$ cat src/rtl/vga_timing_gen.sv
// vga_timing_gen: VGA/SVGA raster timing generator with a two-stage enabled pipeline.
//
// Stage 0 holds the raster counters (hpos/vpos) and presents the tile fetch address
// (tile_x/tile_y). Stage 1 delays the counters by one enabled edge while the pixel
// source looks up the fetch address. The output registers then sample pixel_in together
// with the delayed position. Sync, blank and colour therefore change on the second
// enabled edge after the counter value, and they stay mutually aligned.
//
// Ports:
//   pixel_clk    single clock
//   rst          asynchronous active-high reset
//   pix_en       pixel advance strobe; all state holds when low
//   pixel_in     {r,g,b} returned one enabled cycle after the fetch address
//   pattern_sel  test-pattern select (used only with VGA_TIMING_TESTPAT_EN)
//   hpos/vpos    stage-0 counters
//   tile_x/y     counters shifted right by TILE_SHIFT (combinational)
//   hsync/vsync  registered syncs; polarity set by HSYNC_POS/VSYNC_POS
//   blank        registered, active high; forces colour to 0
//   vr/vg/vb     registered colour
//   frame_start  registered one-cycle pulse for output position (0,0)
//   line_start   registered one-cycle pulse for output position (0,y), y < V_ACTIVE
//
// Optional feature: define VGA_TIMING_TESTPAT_EN to build in the test-pattern generator.
module vga_timing_gen #(
  parameter int unsigned H_ACTIVE   = 1280,
  parameter int unsigned H_FP       = 64,
  parameter int unsigned H_SYNC     = 136,
  parameter int unsigned H_BP       = 200,
  parameter int unsigned V_ACTIVE   = 800,
  parameter int unsigned V_FP       = 1,
  parameter int unsigned V_SYNC     = 3,
  parameter int unsigned V_BP       = 24,
  parameter int unsigned HSYNC_POS  = 0,
  parameter int unsigned VSYNC_POS  = 1,
  parameter int unsigned COLOR_W    = 5,
  parameter int unsigned TILE_SHIFT = 3
) (
  input  logic                   pixel_clk,
  input  logic                   rst,
  input  logic                   pix_en,
  input  logic [3*COLOR_W-1:0]   pixel_in,
  input  logic [1:0]             pattern_sel,
  output logic [11:0]            hpos,
  output logic [10:0]            vpos,
  output logic [11-TILE_SHIFT:0] tile_x,
  output logic [10-TILE_SHIFT:0] tile_y,
  output logic                   hsync,
  output logic                   vsync,
  output logic                   blank,
  output logic [COLOR_W-1:0]     vr,
  output logic [COLOR_W-1:0]     vg,
  output logic [COLOR_W-1:0]     vb,
  output logic                   frame_start,
  output logic                   line_start
);

  localparam int unsigned H_TOTAL = H_ACTIVE + H_FP + H_SYNC + H_BP;
  localparam int unsigned V_TOTAL = V_ACTIVE + V_FP + V_SYNC + V_BP;

  if (H_TOTAL > 4096 || V_TOTAL > 2048) begin : g_total_err
    $error("vga_timing_gen: H_TOTAL or V_TOTAL exceeds counter range");
  end
  if (H_ACTIVE == 0 || H_FP == 0 || H_SYNC == 0 || H_BP == 0 ||
      V_ACTIVE == 0 || V_FP == 0 || V_SYNC == 0 || V_BP == 0 ||
      COLOR_W == 0 || TILE_SHIFT == 0) begin : g_zero_err
    $error("vga_timing_gen: timing and width parameters must be non-zero");
  end

  localparam logic [11:0] HLast     = 12'(H_TOTAL - 1);
  localparam logic [11:0] HAct      = 12'(H_ACTIVE);
  localparam logic [11:0] HSyncBeg  = 12'(H_ACTIVE + H_FP);
  localparam logic [11:0] HSyncEnd  = 12'(H_ACTIVE + H_FP + H_SYNC - 1);
  localparam logic [10:0] VLast     = 11'(V_TOTAL - 1);
  localparam logic [10:0] VAct      = 11'(V_ACTIVE);
  localparam logic [10:0] VSyncBeg  = 11'(V_ACTIVE + V_FP);
  localparam logic [10:0] VSyncEnd  = 11'(V_ACTIVE + V_FP + V_SYNC - 1);
  localparam logic        HSyncOn   = (HSYNC_POS != 0);
  localparam logic        VSyncOn   = (VSYNC_POS != 0);

  // Stage 0: raster counters
  logic [11:0] r_hpos;
  logic [10:0] r_vpos;

  always_ff @(posedge pixel_clk or posedge rst) begin
    if (rst) begin
      r_hpos <= '0;
      r_vpos <= '0;
    end else if (pix_en) begin
      if (r_hpos == HLast) begin
        r_hpos <= '0;
        r_vpos <= (r_vpos == VLast) ? '0 : r_vpos + 11'd1;
      end else begin
        r_hpos <= r_hpos + 12'd1;
      end
    end
  end

  assign hpos   = r_hpos;
  assign vpos   = r_vpos;
  // Dropping the low bits is the shift right by TILE_SHIFT.
  assign tile_x = r_hpos[11:TILE_SHIFT];
  assign tile_y = r_vpos[10:TILE_SHIFT];

  // Stage 1: delayed counters. r_vld1 marks that the delay registers hold a real
  // position. It keeps the first edge after reset from emitting a frame_start or a sync.
  logic [11:0] r_h1;
  logic [10:0] r_v1;
  logic        r_vld1;

  always_ff @(posedge pixel_clk or posedge rst) begin
    if (rst) begin
      r_h1   <= '0;
      r_v1   <= '0;
      r_vld1 <= 1'b0;
    end else if (pix_en) begin
      r_h1   <= r_hpos;
      r_v1   <= r_vpos;
      r_vld1 <= 1'b1;
    end
  end

  // Next output values, decoded from the delayed position
  logic                 w_hs_act;
  logic                 w_vs_act;
  logic                 w_blank;
  logic                 w_h_zero;
  logic [COLOR_W-1:0]   w_r;
  logic [COLOR_W-1:0]   w_g;
  logic [COLOR_W-1:0]   w_b;

  assign w_hs_act = r_vld1 && (r_h1 >= HSyncBeg) && (r_h1 <= HSyncEnd);
  assign w_vs_act = r_vld1 && (r_v1 >= VSyncBeg) && (r_v1 <= VSyncEnd);
  assign w_blank  = !r_vld1 || (r_h1 >= HAct) || (r_v1 >= VAct);
  assign w_h_zero = r_vld1 && (r_h1 == 12'd0);

`ifdef VGA_TIMING_TESTPAT_EN
  if (COLOR_W + 4 > 11) begin : g_pat_err
    $error("vga_timing_gen: COLOR_W too wide for the test pattern");
  end

  always_comb begin
    w_r = pixel_in[3*COLOR_W-1:2*COLOR_W];
    w_g = pixel_in[2*COLOR_W-1:COLOR_W];
    w_b = pixel_in[COLOR_W-1:0];
    unique case (pattern_sel)
      2'd1: begin
        w_r = r_v1[COLOR_W+3:4];
        w_g = r_h1[COLOR_W+3:4];
        w_b = '0;
      end
      2'd2: begin
        w_r = r_v1[COLOR_W+3:4];
        w_g = '0;
        w_b = r_h1[COLOR_W+3:4];
      end
      2'd3: begin
        w_r = '1;
        w_g = '1;
        w_b = '1;
      end
      default: ;
    endcase
  end
`else
  logic w_unused_pattern_sel;
  assign w_unused_pattern_sel = ^pattern_sel;

  assign w_r = pixel_in[3*COLOR_W-1:2*COLOR_W];
  assign w_g = pixel_in[2*COLOR_W-1:COLOR_W];
  assign w_b = pixel_in[COLOR_W-1:0];
`endif

  // Output registers
  logic               r_hsync;
  logic               r_vsync;
  logic               r_blank;
  logic [COLOR_W-1:0] r_vr;
  logic [COLOR_W-1:0] r_vg;
  logic [COLOR_W-1:0] r_vb;
  logic               r_frame_start;
  logic               r_line_start;

  always_ff @(posedge pixel_clk or posedge rst) begin
    if (rst) begin
      r_hsync       <= !HSyncOn;
      r_vsync       <= !VSyncOn;
      r_blank       <= 1'b1;
      r_vr          <= '0;
      r_vg          <= '0;
      r_vb          <= '0;
      r_frame_start <= 1'b0;
      r_line_start  <= 1'b0;
    end else begin
      // Pulses last one clock even when the next edge is disabled.
      r_frame_start <= 1'b0;
      r_line_start  <= 1'b0;
      if (pix_en) begin
        r_hsync       <= w_hs_act ? HSyncOn : !HSyncOn;
        r_vsync       <= w_vs_act ? VSyncOn : !VSyncOn;
        r_blank       <= w_blank;
        r_vr          <= w_blank ? '0 : w_r;
        r_vg          <= w_blank ? '0 : w_g;
        r_vb          <= w_blank ? '0 : w_b;
        r_frame_start <= w_h_zero && (r_v1 == 11'd0);
        r_line_start  <= w_h_zero && (r_v1 < VAct);
      end
    end
  end

  assign hsync       = r_hsync;
  assign vsync       = r_vsync;
  assign blank       = r_blank;
  assign vr          = r_vr;
  assign vg          = r_vg;
  assign vb          = r_vb;
  assign frame_start = r_frame_start;
  assign line_start  = r_line_start;

endmodule

$ cat config.mk
export PLATFORM = sky130hd
export DESIGN_NAME = vga_timing_gen
export DESIGN_NICKNAME = d
export VERILOG_FILES = /design/src/rtl/vga_timing_gen.sv
export SDC_FILE = /design/constraint.sdc
export NUM_CORES = 1
export LEC_CHECK = 0
export ABC_AREA = 1
export BUFFER_PORTS_ARGS = -buffer_cell sky130_fd_sc_hd__buf_2
export CORE_AREA = 8 8 102 104
export CTS_BUF_LIST = sky130_fd_sc_hd__clkbuf_8
export DETAILED_ROUTE_END_ITERATION = 8
export DIE_AREA = 0 0 110 112
export GPL_ROUTABILITY_DRIVEN = 0
export RECOVER_POWER = 100
export SYNTH_ARGS = -nofsm -noshare
export SYNTH_HDL_FRONTEND = slang
export SYNTH_SLANG_ARGS = --single-unit
$ cat constraint.sdc
create_clock -name pixel_clk -period 3.5 [get_ports pixel_clk]
set_input_delay 0.35 -clock pixel_clk [delete_from_list [all_inputs] [get_ports pixel_clk]]
set_output_delay 0.35 -clock pixel_clk [all_outputs]
set_load 0.05 [all_outputs]
==> results.sh, run 1 <==
export IMPL_synth_top_area_share_pct=47.8
export IMPL_start_util_pct=38.3
export IMPL_grtUsageMet2_pct=21.5
export IMPL_cts_resized=0
export IMPL_antenna_cells=0
export IMPL_power_frac_seq_pct=43.1
export IMPL_p_int_mw=1.36
export IMPL_wl_um=7970
export IMPL_cts_sinks=67
export IMPL_yosysWarningCount=0
export IMPL_worstHoldPathCells=3
export IMPL_synth_commonest_cells="nand2_1, dfrtp_1, nand3_1"
export IMPL_muxShareOfSynthArea_pct=0
export IMPL_drt_iter0_drc=109
export IMPL_critical_path_class="in -> reg"
export IMPL_path_max_fanout=37
export IMPL_cts_tree="yes"
export IMPL_htreeDepth=3
export IMPL_postCtsSetupBuffers=0
export IMPL_busiest_layer="met2"
export IMPL_vias_per_cell=4.72
export IMPL_worst_slew_pin_slew_ns=1.90
export IMPL_cts_root_buf="clkbuf_8"
export IMPL_p_switching_uw=818
export IMPL_synth_simple_area_share_pct=31.0
export IMPL_cts_hold_fix_buffers=0
export IMPL_ant_nets=0
export IMPL_ys_seq_area_share_pct=49.3
export IMPL_path_clk_slew_ns=0.08
export IMPL_grt_use_met3_pct=3.18
export IMPL_syn_area_per_cell_um2=8.14
export IMPL_synthToLayoutAreaGrowth_pct=12.8
export IMPL_final_hold_violation_count=0
export IMPL_die_w_um=110
export IMPL_rsz0062_at_grt="no"
export IMPL_io_pins=80
export IMPL_finalNonFillerCells=595
export IMPL_numCtsBuffers=9
export IMPL_hold_class="in -> reg"
export IMPL_synth_seq_cells=67
export IMPL_synth_compound_area_share_pct=5.70
export IMPL_start_kind="input port"
export IMPL_synth_most_common_cell="nand2_1"
export IMPL_regToRegStartpoint="hpos[1]$_DFFE_PP0P_"
export IMPL_first_global_vias=2873
export IMPL_rrSetupSlack_ns=1.38
export IMPL_track_usage_pct=13.7
export IMPL_reg2reg_to="vpos[2]$_DFFE_PP0P_"
export IMPL_gr_total_overflow=0
export IMPL_antenna_found_initial=0
export IMPL_cts_buffer_depth=2
export IMPL_cp_required_ns=3.79
export IMPL_fin_crit_sh_pct=63.9
export IMPL_switching_share_pct=37.6
export IMPL_io_buffers=77
export IMPL_clkPwrFrac_pct=32.0
export IMPL_period_minus_slack_ns=2.24
export IMPL_synth_area_leader_cell="dfrtp_1"
export IMPL_skew_ns=0.0155
export IMPL_r2r_cells=5
export IMPL_worst_setup_path_end_kind="register"
export IMPL_fin_nets=501
export IMPL_coreArea_mm2=0.00889
export IMPL_place_inst=579
export IMPL_layout_drive_gt1_share_pct=9.92
export IMPL_status="finished, violations left"
export IMPL_synthArstFlopShare_pct=100
export IMPL_hpwl_um=5650
export IMPL_fill_cells=964
export IMPL_synth_top_family_by_area="simple AND/OR/NAND/NOR gates"
export IMPL_power_density_mw_per_mm2=566
export IMPL_min_to="vr[4]$_DFFE_PP0P_"
export IMPL_violations="capacitance limit, slew limit"
export IMPL_leakagePower_nw=1.92
export IMPL_power_frac_comb_pct=24.9
export IMPL_synth_xor_area_share_pct=2.57
export IMPL_crit_arrival_ns=2.53
export IMPL_grt_max_degree=52
export IMPL_die_h_um=112
export IMPL_syn_area_mm2=0.00340
export IMPL_synth_fa_ha_area_share_pct=0.735
export IMPL_remaining_drc_errors=0
export IMPL_grt_pass1_wl_um=13600
export IMPL_rows=35
export IMPL_synth_edff_count=0
export IMPL_clock_latency_ns=0.35
export IMPL_syn_num_nets=440
export IMPL_synth_area_leaders="dfrtp_1, nand2_1, nand3_1"
export IMPL_wire_per_inst_um=13.4
export IMPL_relSlewSlack_pct=-26.8
export IMPL_num_vias=2811
export IMPL_drv_cap=1
export IMPL_met1_usage_pct=17.5
export IMPL_die_area_mm2=0.0123
export IMPL_fin_setup_tns_ns=0
export IMPL_fmaxAchievable_ghz=0.447
export IMPL_first_pass_iters=4
export IMPL_synth_cell_type_count=32
export IMPL_peakVddDrop_v=0.000329
export IMPL_synth_main_ff_cell="dfrtp_1"
export IMPL_finalSetupViolations=0
export IMPL_holdCritStartpoint="pixel_in[14]"
export IMPL_final_max_slew_viol_count=52
export IMPL_syn_inst=418
-- worst max path at each step --
stage               cells past startpoint               endpoint  slack, ns                start
floorplan                               1  frame_start$_DFF_PP0_       1.47                  rst
global placement                        5    vpos[8]$_DFFE_PP0P_       1.82  hpos[1]$_DFFE_PP0P_
detailed placement                      4    vpos[8]$_DFFE_PP0P_       1.78  hpos[9]$_DFFE_PP0P_
CTS                                     4   vpos[10]$_DFFE_PP0P_       1.74  hpos[9]$_DFFE_PP0P_
global route                            5    vpos[3]$_DFFE_PP0P_       0.90               pix_en
finish                                  5    vpos[3]$_DFFE_PP0P_       1.26               pix_en
-- metal layers --
metal	part of all wire [%]	vias to the layer above
li1	-	1449
met1	47	1281
met2	45	71
met3	6.4	10
met4	1.7	0
met5	0	-
-- state kept, by name (all words and copies together) (netlist names) --
signal,count
hsync,1
frame_start,1
vb,5
vr,5
r_vld1,1
vg,5
vsync,1
vpos,11
r_h1,12
hpos,12
r_v1,11
line_start,1
blank,1
-- power groups by stage --
stage | clock [mW] | combinational [mW] | sequential (mW)
final | 0.695 | 0.542 | 0.936
after global routing | 0.750 | 0.594 | 0.953
after CTS | 0.715 | 0.582 | 0.935
after detailed placement | 0 | 0.580 | 0.950
after global placement | 0 | 0.574 | 0.946
after floorplan | 0 | 0.292 | 1.13
-- metrics by stage --
stage          hold slack (ns)  power [mW]  instance area (um2)  util, %  worst slack (ns)
3_5_place_dp             0.460        1.53                 3740     42.1              1.78
2_1_floorplan            0.442        1.42                 3400        -              1.47
4_1_cts                  0.209        2.23                 3950     44.4              1.74
3_3_place_gp             0.458        1.52                 3740     42.1              1.82
6_report                 0.220        2.17                 3840     43.2              1.26
5_1_grt                  0.209        2.30                 3840     43.2             0.903
-- layout by cell type (no fill, tap or decap), types with 2 or more instances in the layout --
master and count:
nand2_1 131, dfrtp_1 65, clkbuf_1 61, inv_1 43, nand3_1 42, o21ai_0 29, nor2_1 27, buf_2 16
nand4_1 9, xor2_1 9, clkbuf_8 9, nor3_1 6, nand2_2 4, nor4_1 4, nor3_2 3, nor2_4 2
inv_2 2, nand3b_1 2, ha_1 2, dfstp_2 2, bufinv_16 2, clkinv_2 2, buf_4 2
-- cell families (layout without fill, tap and decap cells) --
group | Yosys count | in the layout
AOI/OAI and AO/OA | 35 | 35
buffers and inverters | 72 | 138
adders and majority gates | 2 | 2
xor gates and xnor gates | 10 | 10
DFF | 67 | 67
and+or+nand+nor | 232 | 232
-- critical path, cell delays in order --
cell	delay, ns
clkbuf_1	0.71
inv_1	0.79
nor2_1	0.46
nand3b_1	0.13
nand2_1	0.07
-- final cells by class --
cell class / instances / area, um2 / share of cell area (%)
Inverter: 43 / 161 / 4.20
Tap cell: 111 / 139 / 3.62
Clock inverter: 7 / 85.1 / 2.21
Sequential cell: 67 / 1680 / 43.7
Multi-Input combinational cell: 279 / 1330 / 34.6
Clock buffer: 9 / 124 / 3.22
Timing Repair Buffer: 79 / 324 / 8.44
No activity file was read; power rests on OpenSTA's default activity.
==> run 2: changes to the inputs <==
- ABC_AREA: 1 -> 0
- CORE_AREA: 8 8 102 104 -> 8 8 97 99
- DIE_AREA: 0 0 110 112 -> 0 0 105 107
- clock period: 3.5 -> 2.11 ns (I/O delays scaled with it)
==> run 2 against run 1 <==
The run now ends clean. Register-to-register slack worse by 1.3 ns. Clock power up 54%. Clock-buffer cell count up 1. Utilization up 2.8 points. Clock skew down 0.0058 ns. First-iteration DRC count down 18%. Via count down 21%. Worst setup slack worse by 1.2 ns. Critical path type is now reg -> reg.
==> results.sh, run 2 <==
export IMPL_crit_buf_inv=1
export IMPL_cts_root_buf="clkbuf_8"
export IMPL_vias_per_cell=4.96
export IMPL_rows=33
export IMPL_num_vias=2228
export IMPL_switching_share_pct=38.6
export IMPL_die_area_mm2=0.0112
export IMPL_leakagePower_nw=1.58
export IMPL_io_buffers=77
export IMPL_first_pass_iters=4
export IMPL_die_h_um=107
export IMPL_placed_cell_area_mm2=0.00355
export IMPL_clkPwrFrac_pct=27.8
export IMPL_synth_area_leader_cell="dfrtp_1"
export IMPL_relSlewSlack_pct=28.3
export IMPL_crit_family="simple AND/OR/NAND/NOR gates"
export IMPL_syn_inst=257
export IMPL_startpoint="hpos[11]$_DFFE_PP0P_"
export IMPL_remaining_drc_errors=0
export IMPL_finalPower_mw=3.84
export IMPL_power_density_mw_per_mm2=1050
export IMPL_finalNonFillerCells=449
export IMPL_place_inst=432
export IMPL_layout_drive_gt1_share_pct=27.3
export IMPL_layout_commonest_cell="clkbuf_1"
export IMPL_cts_buffer_depth=2
export IMPL_whs_ns=0.0798
export IMPL_hpwl_um=5200
export IMPL_syn_num_nets=279
export IMPL_crit_arrival_ns=2.30
export IMPL_grt_max_degree=27
export IMPL_ys_seq_area_share_pct=55.3
export IMPL_antenna_found_initial=0
export IMPL_worst_slew_pin_slew_ns=1.08
export IMPL_syn_area_per_cell_um2=11.8
export IMPL_period_minus_slack_ns=2.04
export IMPL_holdCritStartpoint="pixel_in[6]"
export IMPL_r2r_cells=5
export IMPL_cp_required_ns=2.37
export IMPL_postCtsSetupBuffers=0
export IMPL_start_kind="register"
export IMPL_synth_most_common_cell="dfrtp_1"
export IMPL_p_switching_mw=1.48
export IMPL_synth_commonest_cells="dfrtp_1, mux2_2, a22o_1, buf_4"
export IMPL_power_frac_comb_pct=30.3
export IMPL_fin_setup_tns_ns=0
export IMPL_synth_area_leaders="dfrtp_1, mux2_2, a22o_1"
export IMPL_track_usage_pct=13.0
export IMPL_yosysWarningCount=0
export IMPL_start_util_pct=38.3
export IMPL_finalSetupViolations=0
export IMPL_crit_slowest_cell="or4bb_4"
export IMPL_ff_latch_area_mm2=0.00169
export IMPL_min_to="vg[1]$_DFFE_PP0P_"
export IMPL_synthArstFlopShare_pct=100
export IMPL_p_int_mw=2.36
export IMPL_multi_input_area_mm2=0.00116
export IMPL_hold_class="in -> reg"
export IMPL_fmaxAchievable_ghz=0.490
export IMPL_final_util_pct=46.0
export IMPL_drt_iter0_drc=89
export IMPL_clock_latency_ns=0.34
export IMPL_synth_seq_cells=67
export IMPL_numCtsBuffers=9
export IMPL_synth_top_area_share_pct=53.6
export IMPL_power_frac_seq_pct=41.9
export IMPL_fin_crit_sh_pct=96.8
export IMPL_io_pins=80
export IMPL_final_hold_violation_count=0
export IMPL_cts_hold_fix_buffers=1
export IMPL_skew_ns=0.00967
export IMPL_rrSetupSlack_ns=0.07
export IMPL_crit_chain="or4bb_4, or3_4, clkbuf_2, nor3_1, xnor2_1"
export IMPL_grt_pass1_wl_um=11800
export IMPL_cts_tree="yes"
export IMPL_coreArea_mm2=0.00793
export IMPL_path_clk_slew_ns=0.08
export IMPL_die_w_um=105
export IMPL_cts_sinks=67
export IMPL_synth_main_ff_cell="dfrtp_1"
export IMPL_synthToLayoutAreaGrowth_pct=20.1
export IMPL_reg2reg_to="vpos[7]$_DFFE_PP0P_"
export IMPL_critPathMaxStageDelay_ns=0.56
export IMPL_rsz0062_at_grt="no"
export IMPL_syn_area_mm2=0.00304
export IMPL_ant_nets=0
export IMPL_fin_nets=361
export IMPL_synth_edff_count=0
export IMPL_first_global_vias=2368
export IMPL_critical_path_class="reg -> reg"
export IMPL_final_max_slew_viol_count=0
export IMPL_fin_area_mm2=0.00365
export IMPL_regToRegStartpoint="hpos[11]$_DFFE_PP0P_"
export IMPL_place_ws_ns=0.110
export IMPL_status="completed"
export IMPL_path_max_fanout=7
export IMPL_wire_per_inst_um=15.8
export IMPL_final_setup_worst_slack_ns=0.0672
export IMPL_worst_setup_path_end_kind="register"
export IMPL_htreeDepth=3
export IMPL_worstHoldPathCells=2
export IMPL_synth_cell_type_count=46
export IMPL_gr_total_overflow=0
export IMPL_peakVddDrop_v=0.000736
export IMPL_fill_cells=808
export IMPL_cts_resized=0
export IMPL_drv_cap=0
export IMPL_wl_um=7090
export IMPL_layout_common_cells="clkbuf_1, dfrtp_1, mux2_2, a22o_1, buf_2"
export IMPL_antenna_cells=0
==> run 2: cell types whose count changed after synthesis, sizes merged, moves of 5 or more <==
cell and delta:
xor2 -5, inv -35, o21ai -20, xnor2 +5, or3 +6, mux2 +23, a22o +18, nand2 -121
nand3 -32, nor2 -16, buf -7
==> run 2: worst reg2reg max path, stage by stage, from the launching register on <==
cell and delay [ns]:
dfrtp_1 0.45, or4bb_4 0.56, or3_4 0.39, clkbuf_2 0.18, nor3_1 0.24, xnor2_1 0.14
==> run 2: area by class of cell <==
cell class                 instances  area share [%]
tap                              105            3.60
timing repair buffer              97            11.9
multi-input combinational        156            31.8
inverter                           8           0.823
sequential                        67            46.3
clock inverter                     6            1.78
clock buffer                      10            3.77
==> run 2: worst max-delay path by stage <==
stage,end,slack (ns),depth (start not counted)
after floorplan,vpos[4]$_DFFE_PP0P_,0.02,4
after global placement,vpos[9]$_DFFE_PP0P_,0.13,4
after detailed placement,vpos[4]$_DFFE_PP0P_,0.11,4
after CTS,vpos[4]$_DFFE_PP0P_,0.09,4
after global routing,vpos[7]$_DFFE_PP0P_,0.01,5
final,vpos[7]$_DFFE_PP0P_,0.07,5
==> run 2: logic make-up after synthesis <==
| logic type | count (synthesis) | share of synthesized area, % |
|---|---|---|
| compound gates | 39 | 9.39 |
| flops | 67 | 55.3 |
| fa+ha+maj | 3 | 1.15 |
| mux | 25 | 9.19 |
| xor+xnor | 10 | 2.88 |
| buf+inv | 34 | 6.55 |
| simple gates | 79 | 15.5 |
==> run 2: layer usage <==
metal / track usage [%] / vias to the layer above / share of wire, %
li1: - / 1075 / -
met1: 16.0 / 1102 / 47
met2: 21.2 / 42 / 49
met3: 2.82 / 9 / 2.8
met4: 6.42 / 0 / 1.7
met5: 0 / - / 0
==> run 2: power by group through the flow <==
stage | Combinational (mW) | Clock [mW] | Sequential, mW
5_1_grt | 1.25 | 1.16 | 1.64
2_1_floorplan | 0.538 | 0 | 2.01
3_3_place_gp | 1.21 | 0 | 1.63
3_5_place_dp | 1.23 | 0 | 1.63
6_report | 1.16 | 1.07 | 1.61
4_1_cts | 1.23 | 1.11 | 1.61
==> run 3: changes to the inputs <==
- CORE_AREA: 8 8 97 99 -> 8 8 92 94
- DIE_AREA: 0 0 105 107 -> 0 0 100 102
- PLACE_DENSITY: default -> 0.68
==> run 3 against run 2 <==
Clock skew about the same. Cell count decreased by 1.8%. Hold slack got worse by 0.0018 ns. Critical path type unchanged. Highest routed layer unchanged.
==> results.sh, run 3 (synthesis gave the netlist of run 2 again) <==
export IMPL_worst_setup_path_end_kind="register"
export IMPL_critical_path_class="reg -> reg"
export IMPL_coreArea_mm2=0.00706
export IMPL_track_usage_pct=14.7
export IMPL_clock_latency_ns=0.34
export IMPL_fin_crit_sh_pct=96.9
export IMPL_finalSetupViolations=0
export IMPL_critPathMaxStageDelay_ns=0.52
export IMPL_first_global_vias=2309
export IMPL_numCtsBuffers=9
export IMPL_multi_input_area_mm2=0.00115
export IMPL_gr_total_overflow=0
export IMPL_layout_drive_gt1_share_pct=25.7
export IMPL_drv_cap=0
export IMPL_finalNonFillerCells=441
export IMPL_final_max_slew_viol_count=0
export IMPL_grt_max_degree=35
export IMPL_crit_slowest_cell="or4b_4"
export IMPL_remaining_drc_errors=0
export IMPL_crit_chain="or4b_4, or3_4, or3_2, o21ai_0"
export IMPL_ant_nets=0
export IMPL_cts_resized=0
export IMPL_status="completed"
export IMPL_crit_buf_inv=0
export IMPL_wire_per_inst_um=16.4
export IMPL_peakVddDrop_v=0.000638
export IMPL_cts_buffer_depth=2
export IMPL_start_kind="register"
export IMPL_power_density_mw_per_mm2=1130
export IMPL_cp_required_ns=2.37
export IMPL_period_minus_slack_ns=2.04
export IMPL_crit_arrival_ns=2.30
export IMPL_cts_root_buf="clkbuf_8"
export IMPL_fmaxAchievable_ghz=0.489
export IMPL_grt_pass1_wl_um=11700
export IMPL_rsz0062_at_grt="no"
export IMPL_leakagePower_nw=1.60
export IMPL_fill_cells=676
export IMPL_io_pins=80
export IMPL_rows=31
export IMPL_io_buffers=77
export IMPL_fin_nets=359
export IMPL_die_w_um=100
export IMPL_wl_um=7220
export IMPL_htreeDepth=3
export IMPL_skew_ns=0.00963
export IMPL_hpwl_um=5190
export IMPL_antenna_cells=0
export IMPL_synthToLayoutAreaGrowth_pct=21.0
export IMPL_layout_commonest_cell="clkbuf_1"
export IMPL_worst_slew_pin_slew_ns=0.729
export IMPL_path_max_fanout=8
export IMPL_path_clk_slew_ns=0.08
export IMPL_start_util_pct=43.0
export IMPL_final_util_pct=52.0
export IMPL_hold_class="in -> reg"
export IMPL_first_pass_iters=4
export IMPL_num_vias=2307
export IMPL_layout_common_cells="clkbuf_1, dfrtp_1, mux2_2, buf_2, a22o_1"
export IMPL_vias_per_cell=5.23
export IMPL_die_area_mm2=0.0102
export IMPL_final_hold_violation_count=0
export IMPL_place_inst=424
export IMPL_fin_setup_tns_ns=0
export IMPL_cts_sinks=67
export IMPL_antenna_found_initial=0
export IMPL_ff_latch_area_mm2=0.00169
export IMPL_die_h_um=102
export IMPL_cts_tree="yes"
export IMPL_drt_iter0_drc=76
export IMPL_relSlewSlack_pct=51.3
export IMPL_crit_family="simple AND/OR/NAND/NOR gates"
## run 3: worst paths after layout
kind | from | end | slack, ns | cells past startpoint
hold / removal | pixel_in[9] | vg[4]$_DFFE_PP0P_ | 0.08 | 2
setup reg to reg | hpos[8]$_DFFE_PP0P_ | vpos[4]$_DFFE_PP0P_ | 0.07 | 4
setup / recovery | hpos[8]$_DFFE_PP0P_ | vpos[4]$_DFFE_PP0P_ | 0.07 | 4
hold reg to reg | blank$_DFFE_PP1P_ | blank$_DFFE_PP1P_ | 0.50 | 2
min in group asynchronous | rst | vpos[3]$_DFFE_PP0P_ | 0.53 | 3
max in group asynchronous | rst | hpos[10]$_DFFE_PP0P_ | 0.47 | 4
## run 3: worst register-to-register path: stages, from the launching register on
cell     delay [ns]
dfrtp_2        0.45
or4b_4         0.52
or3_4          0.43
or3_2          0.46
o21ai_0        0.10
## run 3: cell type report
cell class	instances	share of cell area, %
clock inverter	7	3.81
timing repair buffer	95	11.4
inverter	8	0.817
multi-input combinational	156	31.3
clock buffer	9	3.37
sequential	67	45.9
tap	99	3.37
## run 3: metal layers
metal	GRT usage (%)	share of wire [%]	wire [um]
met5	0	0	0
met3	3.88	5.3	385
met1	18.3	45	3250
met4	6.63	2.0	142
met2	23.6	48	3440
## run 3: metrics by stage
step / setup slack, ns / hold slack (ns) / instance area, um2 / power, mW
6_report: 0.0663 / 0.0780 / 3670 / 4.16
3_3_place_gp: 0.120 / 0.247 / 3550 / 2.85
4_1_cts: 0.0421 / 0.0703 / 3820 / 4.29
3_5_place_dp: 0.0672 / 0.252 / 3550 / 2.88
5_1_grt: 0.0132 / 0.0719 / 3670 / 4.36
2_1_floorplan: 0.0248 / 0.340 / 3050 / 2.55
## run 3: power breakdown
| part | total [mW] | leakage, nW | internal [mW] | switching [mW] |
|---|---|---|---|---|
| clock network | 1.40 | 0.125 | 0.902 | 0.501 |
| registers | 1.61 | 0.818 | 1.47 | 0.142 |
| logic | 1.14 | 0.658 | 0.285 | 0.860 |
| total | 4.16 | 1.60 | 2.65 | 1.50 |
## run 3: repair_timing
action / CTS / global route
endpoints found under the hold margin: 15 / 0
buffers inserted: 0 / 0
hold buffers: 1 / 0
